===== src/rtl/video_timing_gen.sv =====
// rtl/video_timing_gen.sv - raster timing generator with registered, mutually aligned outputs
//
// Purpose:
//   Free-running horizontal/vertical position counters with an explicit
//   SYNC/BPORCH/ACTIVE/FPORCH state register per axis. The counters and the
//   axis states are decoded into the active-video enable, the sync pulses and
//   the line/frame start strobes. Every output is loaded in the same register
//   stage, so the whole tuple always describes one raster position.
//
// Ports:
//   clk          pixel clock, the only clock
//   rst          asynchronous active-high reset
//   en           pixel-clock enable; nothing advances while low
//   x, y         raw position presented this cycle (0..H_TOTAL-1, 0..V_TOTAL-1)
//   vde          high while (x, y) lies inside the active region
//   hsync        HS_POL during the horizontal sync interval, ~HS_POL otherwise
//   vsync        VS_POL during the vertical sync lines, ~VS_POL otherwise
//   line_start   one-cycle strobe on each new presentation of x == 0
//   frame_start  one-cycle strobe on each new presentation of (0, 0)
module video_timing_gen #(
  parameter int WIDTH       = 1920,
  parameter int HEIGHT      = 1080,
  parameter int H_SYNC_TIME = 44,
  parameter int H_B_PORCH   = 148,
  parameter int H_F_PORCH   = 88,
  parameter int V_SYNC_TIME = 5,
  parameter int V_B_PORCH   = 36,
  parameter int V_F_PORCH   = 4,
  parameter bit HS_POL      = 1'b1,
  parameter bit VS_POL      = 1'b1
) (
  input  logic        clk,
  input  logic        rst,
  input  logic        en,
  output logic [15:0] x,
  output logic [15:0] y,
  output logic        vde,
  output logic        hsync,
  output logic        vsync,
  output logic        line_start,
  output logic        frame_start
);

  localparam int H_TOTAL = H_SYNC_TIME + H_B_PORCH + WIDTH + H_F_PORCH;
  localparam int V_TOTAL = V_SYNC_TIME + V_B_PORCH + HEIGHT + V_F_PORCH;

  // Totals are computed in 32 bits so an oversized raster is caught here
  // instead of being truncated into the 16-bit counters.
  if (WIDTH < 1 || HEIGHT < 1 || H_SYNC_TIME < 1 || H_B_PORCH < 1 || H_F_PORCH < 1 ||
      V_SYNC_TIME < 1 || V_B_PORCH < 1 || V_F_PORCH < 1) begin : gBadParam
    $error("video_timing_gen: every timing parameter must be at least 1");
  end
  if (H_TOTAL >= 65536 || V_TOTAL >= 65536) begin : gBadTotal
    $error("video_timing_gen: H_TOTAL and V_TOTAL must each be below 65536");
  end

  // Last count of each region; a state leaves its region on the edge where
  // the counter sits on that count.
  localparam logic [15:0] H_SYNC_LAST = 16'(H_SYNC_TIME - 1);
  localparam logic [15:0] H_BP_LAST   = 16'(H_SYNC_TIME + H_B_PORCH - 1);
  localparam logic [15:0] H_ACT_LAST  = 16'(H_SYNC_TIME + H_B_PORCH + WIDTH - 1);
  localparam logic [15:0] H_LAST      = 16'(H_TOTAL - 1);
  localparam logic [15:0] V_SYNC_LAST = 16'(V_SYNC_TIME - 1);
  localparam logic [15:0] V_BP_LAST   = 16'(V_SYNC_TIME + V_B_PORCH - 1);
  localparam logic [15:0] V_ACT_LAST  = 16'(V_SYNC_TIME + V_B_PORCH + HEIGHT - 1);
  localparam logic [15:0] V_LAST      = 16'(V_TOTAL - 1);

  typedef enum logic [1:0] {SYNC, BPORCH, ACTIVE, FPORCH} axisState_e;

  axisState_e  hState, hStateNext, vState, vStateNext;
  logic [15:0] hc, hcNext, vc, vcNext;
  logic        hWrap, vWrap;

  always_ff @(posedge clk or posedge rst) begin
    if (rst) begin
      hc     <= '0;
      vc     <= '0;
      hState <= SYNC;
      vState <= SYNC;
    end else begin
      hc     <= hcNext;
      vc     <= vcNext;
      hState <= hStateNext;
      vState <= vStateNext;
    end
  end

  always_comb begin
    hWrap      = (hc == H_LAST);
    vWrap      = (vc == V_LAST);
    hcNext     = hc;
    vcNext     = vc;
    hStateNext = hState;
    vStateNext = vState;
    if (en) begin
      hcNext = hWrap ? 16'd0 : hc + 16'd1;
      case (hState)
        SYNC:    if (hc == H_SYNC_LAST) hStateNext = BPORCH;
        BPORCH:  if (hc == H_BP_LAST)   hStateNext = ACTIVE;
        ACTIVE:  if (hc == H_ACT_LAST)  hStateNext = FPORCH;
        FPORCH:  if (hWrap)             hStateNext = SYNC;
        default:                        hStateNext = SYNC;
      endcase
      // The vertical axis only moves on the last pixel of a line.
      if (hWrap) begin
        vcNext = vWrap ? 16'd0 : vc + 16'd1;
        case (vState)
          SYNC:    if (vc == V_SYNC_LAST) vStateNext = BPORCH;
          BPORCH:  if (vc == V_BP_LAST)   vStateNext = ACTIVE;
          ACTIVE:  if (vc == V_ACT_LAST)  vStateNext = FPORCH;
          FPORCH:  if (vWrap)             vStateNext = SYNC;
          default:                        vStateNext = SYNC;
        endcase
      end
    end
  end

  // Output stage presents the position the counters held before this edge,
  // so the outputs trail the counters by exactly one enabled cycle.
  always_ff @(posedge clk or posedge rst) begin
    if (rst) begin
      x           <= '0;
      y           <= '0;
      vde         <= 1'b0;
      hsync       <= ~HS_POL;
      vsync       <= ~VS_POL;
      line_start  <= 1'b0;
      frame_start <= 1'b0;
    end else if (en) begin
      x           <= hc;
      y           <= vc;
      vde         <= (hState == ACTIVE) && (vState == ACTIVE);
      hsync       <= (hState == SYNC) ? HS_POL : ~HS_POL;
      vsync       <= (vState == SYNC) ? VS_POL : ~VS_POL;
      line_start  <= (hc == 16'd0);
      frame_start <= (hc == 16'd0) && (vc == 16'd0);
    end else begin
      // Held position must not look like a fresh line or frame start.
      line_start  <= 1'b0;
      frame_start <= 1'b0;
    end
  end

endmodule


===== config.mk =====
export PLATFORM = sky130hd
export DESIGN_NAME = video_timing_gen
export DESIGN_NICKNAME = d
export VERILOG_FILES = /design/src/rtl/video_timing_gen.sv
export SDC_FILE = /design/constraint.sdc
export NUM_CORES = 1
export LEC_CHECK = 0
export BUFFER_PORTS_ARGS = -buffer_cell sky130_fd_sc_hd__buf_2
export CAP_MARGIN = 15
export CELL_PAD_IN_SITES_DETAIL_PLACEMENT = 1
export CELL_PAD_IN_SITES_GLOBAL_PLACEMENT = 1
export CORE_MARGIN = 1.5
export CORE_UTILIZATION = 47
export CTS_CLUSTER_DIAMETER = 50
export CTS_CLUSTER_SIZE = 14
export DETAILED_ROUTE_END_ITERATION = 7
export PLACE_DENSITY_LB_ADDON = 0.1
export SYNTH_ARGS = -nofsm -noshare
export SYNTH_HDL_FRONTEND = slang
export SYNTH_SLANG_ARGS = --single-unit
export TNS_END_PERCENT = 30

===== constraint.sdc =====
create_clock -name clk -period 2.5 [get_ports clk]
set_input_delay 0.375 -clock clk [delete_from_list [all_inputs] [get_ports clk]]
set_output_delay 0.375 -clock clk [all_outputs]
set_load 0.02 [all_outputs]

## After elaboration in Yosys (flattened, before gate mapping)

Index checks and enable logic that the tools add are counted.

| cells by class | value |
|---|---|
| add/sub/neg operators | 2 |
| multiply operators | 0 |
| divide/modulo/power cells | 0 |
| order comparisons | 0 |
| equality and inequality tests | 22 |
| shift operators | 0 |
| muxes and demuxes | 16 |
| bitwise logic cells | 0 |
| reductions and logical operators | 9 |

Operators by type and width:

| kind | count |
|---|---|
| 16-bit by 1-bit adder with 16-bit output (second input constant) | 2 |
| 16-bit by 11-bit == test with 1-bit output (second input constant) | 2 |
| 16-bit by 12-bit == test with 1-bit output (second input constant) | 2 |
| 16-bit by 6-bit == test with 1-bit output (second input constant) | 2 |
| 16-bit zero test | 2 |
| 16-bit 2-to-1 mux | 2 |
| 16-bit by 3-bit == test with 1-bit output (second input constant) | 1 |
| 16-bit by 8-bit == test with 1-bit output (second input constant) | 1 |
| 2-bit 2-to-1 mux | 8 |
| 2-bit != test (second input constant) | 8 |
| 2-bit one-hot mux with 4 select lines | 2 |
| 2-bit == test (second input constant) | 4 |
| 6-bit AND reduction | 1 |
| 5-bit AND reduction | 1 |
| 2-bit by 1-bit == test with 1-bit output (second input constant) | 2 |
| 2-bit zero test | 2 |
| 1-bit 2-to-1 mux | 4 |
| 1-bit logical AND | 2 |
| 2-bit AND reduction | 1 |

| storage, ports and cells | value |
|---|---|
| bits in registers | 73 |
| latch bits | 0 |
| RAM bits | 0 |
| ROM bits | 0 |
| input port bits | 3 |
| output and inout bits | 37 |
| logic and storage cells | 60 |
| memories kept | 0 |

## Longest topological paths before layout

| depth | value |
|---|---|
| depth in word-level cells | 3 |
| mapped depth | 7 |
| mapped depth without buffers | 7 |

## Worst setup path before layout

No wires, ideal clock.

| path | value |
|---|---|
| path kind | reg2reg |
| start | reg hc[6] |
| end | reg hState[1] |
| library setup time | 0.125 ns |
| arrival | 2.121 ns |
| required time | 2.375 ns |
| setup slack | 0.254 ns |
| stages on the path, launching flop included | 7 |
| buffers on the path | 1 |
| clock period less this slack | 2.246 ns |
| path through | dfrtp_1 > buf_6 > or4_4 > or4_4 > a22oi_4 > nand3_2 > mux2_4 |

| on the way | value |
|---|---|
| cells in the longest elaborated chain, start to end | 3 |
| elaborated cells between the ends (all ways) | 9 |
| those cells by class | 8 x eq/ne; 1 x reduce/logical |

Ends and longest elaborated chain:

| what | line | text |
|---|---|---|
| start: declaration | 71 | `logic [15:0] hc, hcNext, vc, vcNext;` |
| start signal: assignment | 81 | `hc <= hcNext;` |
| 16-bit by 12-bit == test with 1-bit output, or another cell as far along | 100 | `ACTIVE: if (hc == H_ACT_LAST) hStateNext = FPORCH;` |
| 2-bit != test (no source line) | - |  |
| 5-bit AND reduction (no source line) * | - |  |
| end signal: assignment | 83 | `hState <= hStateNext;` |
| end: declaration | 70 | `axisState_e hState, hStateNext, vState, vStateNext;` |

Every way passes the cells marked *; elsewhere a longest branch is shown, timed or not.
A chain may end at the register's enable or synchronous reset.

## Final worst setup path

| path | value |
|---|---|
| start | reg hc[10] |
| end | reg hState[1] |

The elaborated chain is that of the path after synthesis.

==> flow_summary.ini <==
[run_status]
status = finished clean

[detailed_routing]
drt-pass1-iter-count = 4
vias_per_cell = 5.63
routed_wl_um = 8120
drc_errors = 0
drtAntennaViolNets = 0
drtIter0Drc = 88
vias = 2607
routedWlPerCell_um = 17.5

[clocking]
cts_resized = 0
cts_buffers = 9
clk_latency_ns = 0.35
tritoncts = built
hold_buffers = 0
cts.path.max_buffers = 2
path_clk_slew_ns = 0.07
clock-root-buffer = clkbuf_8
cts_setup_buffers = 0
htreeDepth = 3
clkSinkCount = 73

[power_and_ir_drop]
comb_power_share = 0.233
switchingPower_uw = 939
seqPwrFrac = 0.491
p_int_mw = 1.98
p_clk_frac = 0.275
power_density_nw_per_um2 = 716
ir_drop_v = 0.000462
leakage_nw = 1.96
swShare = 0.322

[sta]
tightest_slew_ns = 0.557
fin_crit_sh = 0.937
fmax_mhz = 427
worst_slack_ns = 0.158
slew_headroom = 0.625
setup_viol = 0
tns_ns = 0
finalMaxSlewViolations = 0
min_period_ns = 2.34
hold_violations = 0
clock_skew_ns = 0.00726
rsz0062_at_grt = false

[die]
coreArea_um2 = 7290
die_area_um2 = 8150
die_width_um = 90.3
io_pins = 40
start_util = 0.491
die_y_um = 90.3
placementRows = 31

[logic_synthesis]
synth_top_area_frac = 0.510
synth_flop_cell = dfrtp_1
ys_warn_count = 0
async_flop_share = 1.00
yosysMostFrequentCell = dfrtp_1
synth_area_leaders = dfrtp_1 51%, mux2_2 11%, ha_1 4.9%
synth_edf_count = 0
syn_inst = 314
syn_nets = 331
ys_seq_elements = 73
syn_area_um2 = 3580
syn_area_per_cell_um2 = 11.4
yosysUniqueCellTypes = 42
synth.top_cells.by_count = 73 x dfrtp_1, 35 x mux2_2, 23 x nand2_1
yosys.area.top_type = dfrtp_1
synth_seq_area_share = 0.510

[grt]
grt.overflow.total = 0
grt_max_degree = 49
track_usage = 0.219
antenna_found_initial = 0
grt_pass1_vias = 2845
grt_pass1_wl_um = 14200

[placement]
placed_cells = 448
gp_congestion = 0.853
dpl-instance-area_um2 = 3910
dp_hpwl_um = 5760
pre_cts_ws_ns = 0.176
port-buffer-count = 39

[layout]
diodes = 0
regArea_um2 = 1830
multi_input_area_um2 = 1590
fillerInstances = 812
drive_gt1_frac = 0.305
fin_util = 0.559
final_cell_count_no_fill = 463
finalNetCount = 377
finalInstanceArea_um2 = 4070
area_delta_synth_final_pct = 13.8

[setup_path]
critPathLaunchType = flip-flop
critPathArrivalTime_ns = 2.57
cp_slowest_cell = or4_4
crit_path_cell_trace = or4_4, or4_4, a22oi_4, nand3_2, mux2_4
end_kind = flip-flop
crit_type = reg -> reg
worst-path-buf-inv = 0
cpMostUsedCell = or4_4
critPathTopFamily = simple AND/OR/NAND/NOR gates
cp.required_ns = 2.73
max_stage_delay_ns = 0.58
cp_max_fo = 5

[job]
max-cap-violations = 0

[min_path]
hold_path.class = in -> async
## per-stage QoR
step	power, mW	hold slack [ns]
global placement	2.11	0.452
floorplan	1.95	0.458
finish	2.92	0.0757
global route	3.08	0.103
detailed placement	2.14	0.454
CTS	2.96	0.0725
## sequential cells by signal, indices dropped and copies added, names as in the netlist
register	flops
vsync	1
vc	16
vState	2
x	16
vde	1
line_start	1
frame_start	1
hState	2
y	16
hsync	1
hc	16
## area by class of cell
class	count	area share
clock inverters	3	0.00430
multi-input cells	206	0.390
clock buffers	12	0.0356
well taps	99	0.0304
flip-flops and latches	73	0.448
repair buffers	52	0.0749
inverters	18	0.0166
## power groups by stage
| stage | clock network (mW) | registers, mW | logic, mW |
|---|---|---|---|
| after floorplan | 0 | 1.49 | 0.466 |
| after global placement | 0 | 1.45 | 0.668 |
| after detailed placement | 0 | 1.46 | 0.679 |
| after CTS | 0.834 | 1.43 | 0.688 |
| after global routing | 0.878 | 1.46 | 0.745 |
| final | 0.803 | 1.43 | 0.680 |
## path summary, 6_finish.rpt
| check | startpoint | endpoint | slack [ns] | cells past startpoint |
|---|---|---|---|---|
| worst min register to register | y[2] | y[2] | 0.51 | 1 |
| min in group clk | y[2] | y[2] | 0.51 | 1 |
| worst max register to register | hc[10] | hState[1] | 0.16 | 5 |
| worst max-delay path | hc[10] | hState[1] | 0.16 | 5 |
| worst min-delay path | rst | vc[14] | 0.08 | 2 |
| max in group asynchronous | rst | hc[7] | 1.78 | 3 |
## cells by family after synthesis
family	Yosys count	share of synthesized area
XOR/XNOR	19	0.0465
flip-flops	73	0.510
AND/OR/NAND/NOR	107	0.177
adder cells (fa/ha/maj)	14	0.0489
multiplexers	38	0.120
AO/OA/AOI/OAI	28	0.0510
buffers and inverters	35	0.0461
## cells in the final DEF (no fill, tap or decap), types with 2 or more instances in the layout
| master | instances |
|---|---|
| a21oi_1 | 2 |
| a41o_1 | 2 |
| and3_1 | 7 |
| and4_1 | 3 |
| and4_2 | 2 |
| buf_2 | 39 |
| buf_4 | 12 |
| clkbuf_1 | 2 |
| clkbuf_8 | 10 |
| clkinv_2 | 2 |
| dfrtp_1 | 73 |
| ha_1 | 14 |
| inv_1 | 17 |
| mux2_2 | 35 |
| mux2i_1 | 2 |
| nand2_1 | 23 |
| nand3_1 | 12 |
| nand4_1 | 16 |
| nor2_1 | 9 |
| nor3_1 | 3 |
| nor3b_1 | 3 |
| nor4_1 | 12 |
| nor4b_1 | 2 |
| nor4bb_1 | 3 |
| o21ai_0 | 16 |
| o22ai_1 | 2 |
| or3_1 | 2 |
| or4_4 | 3 |
| xnor2_1 | 15 |
| xor2_1 | 4 |
## layer usage
metal / share of wire / global-route usage
met1: 0.44 / 0.266
met2: 0.52 / 0.384
met3: 0.032 / 0.0471
met4: 0.013 / 0.0741
met5: 0 / 0
Power figures use the tool's default switching activity.
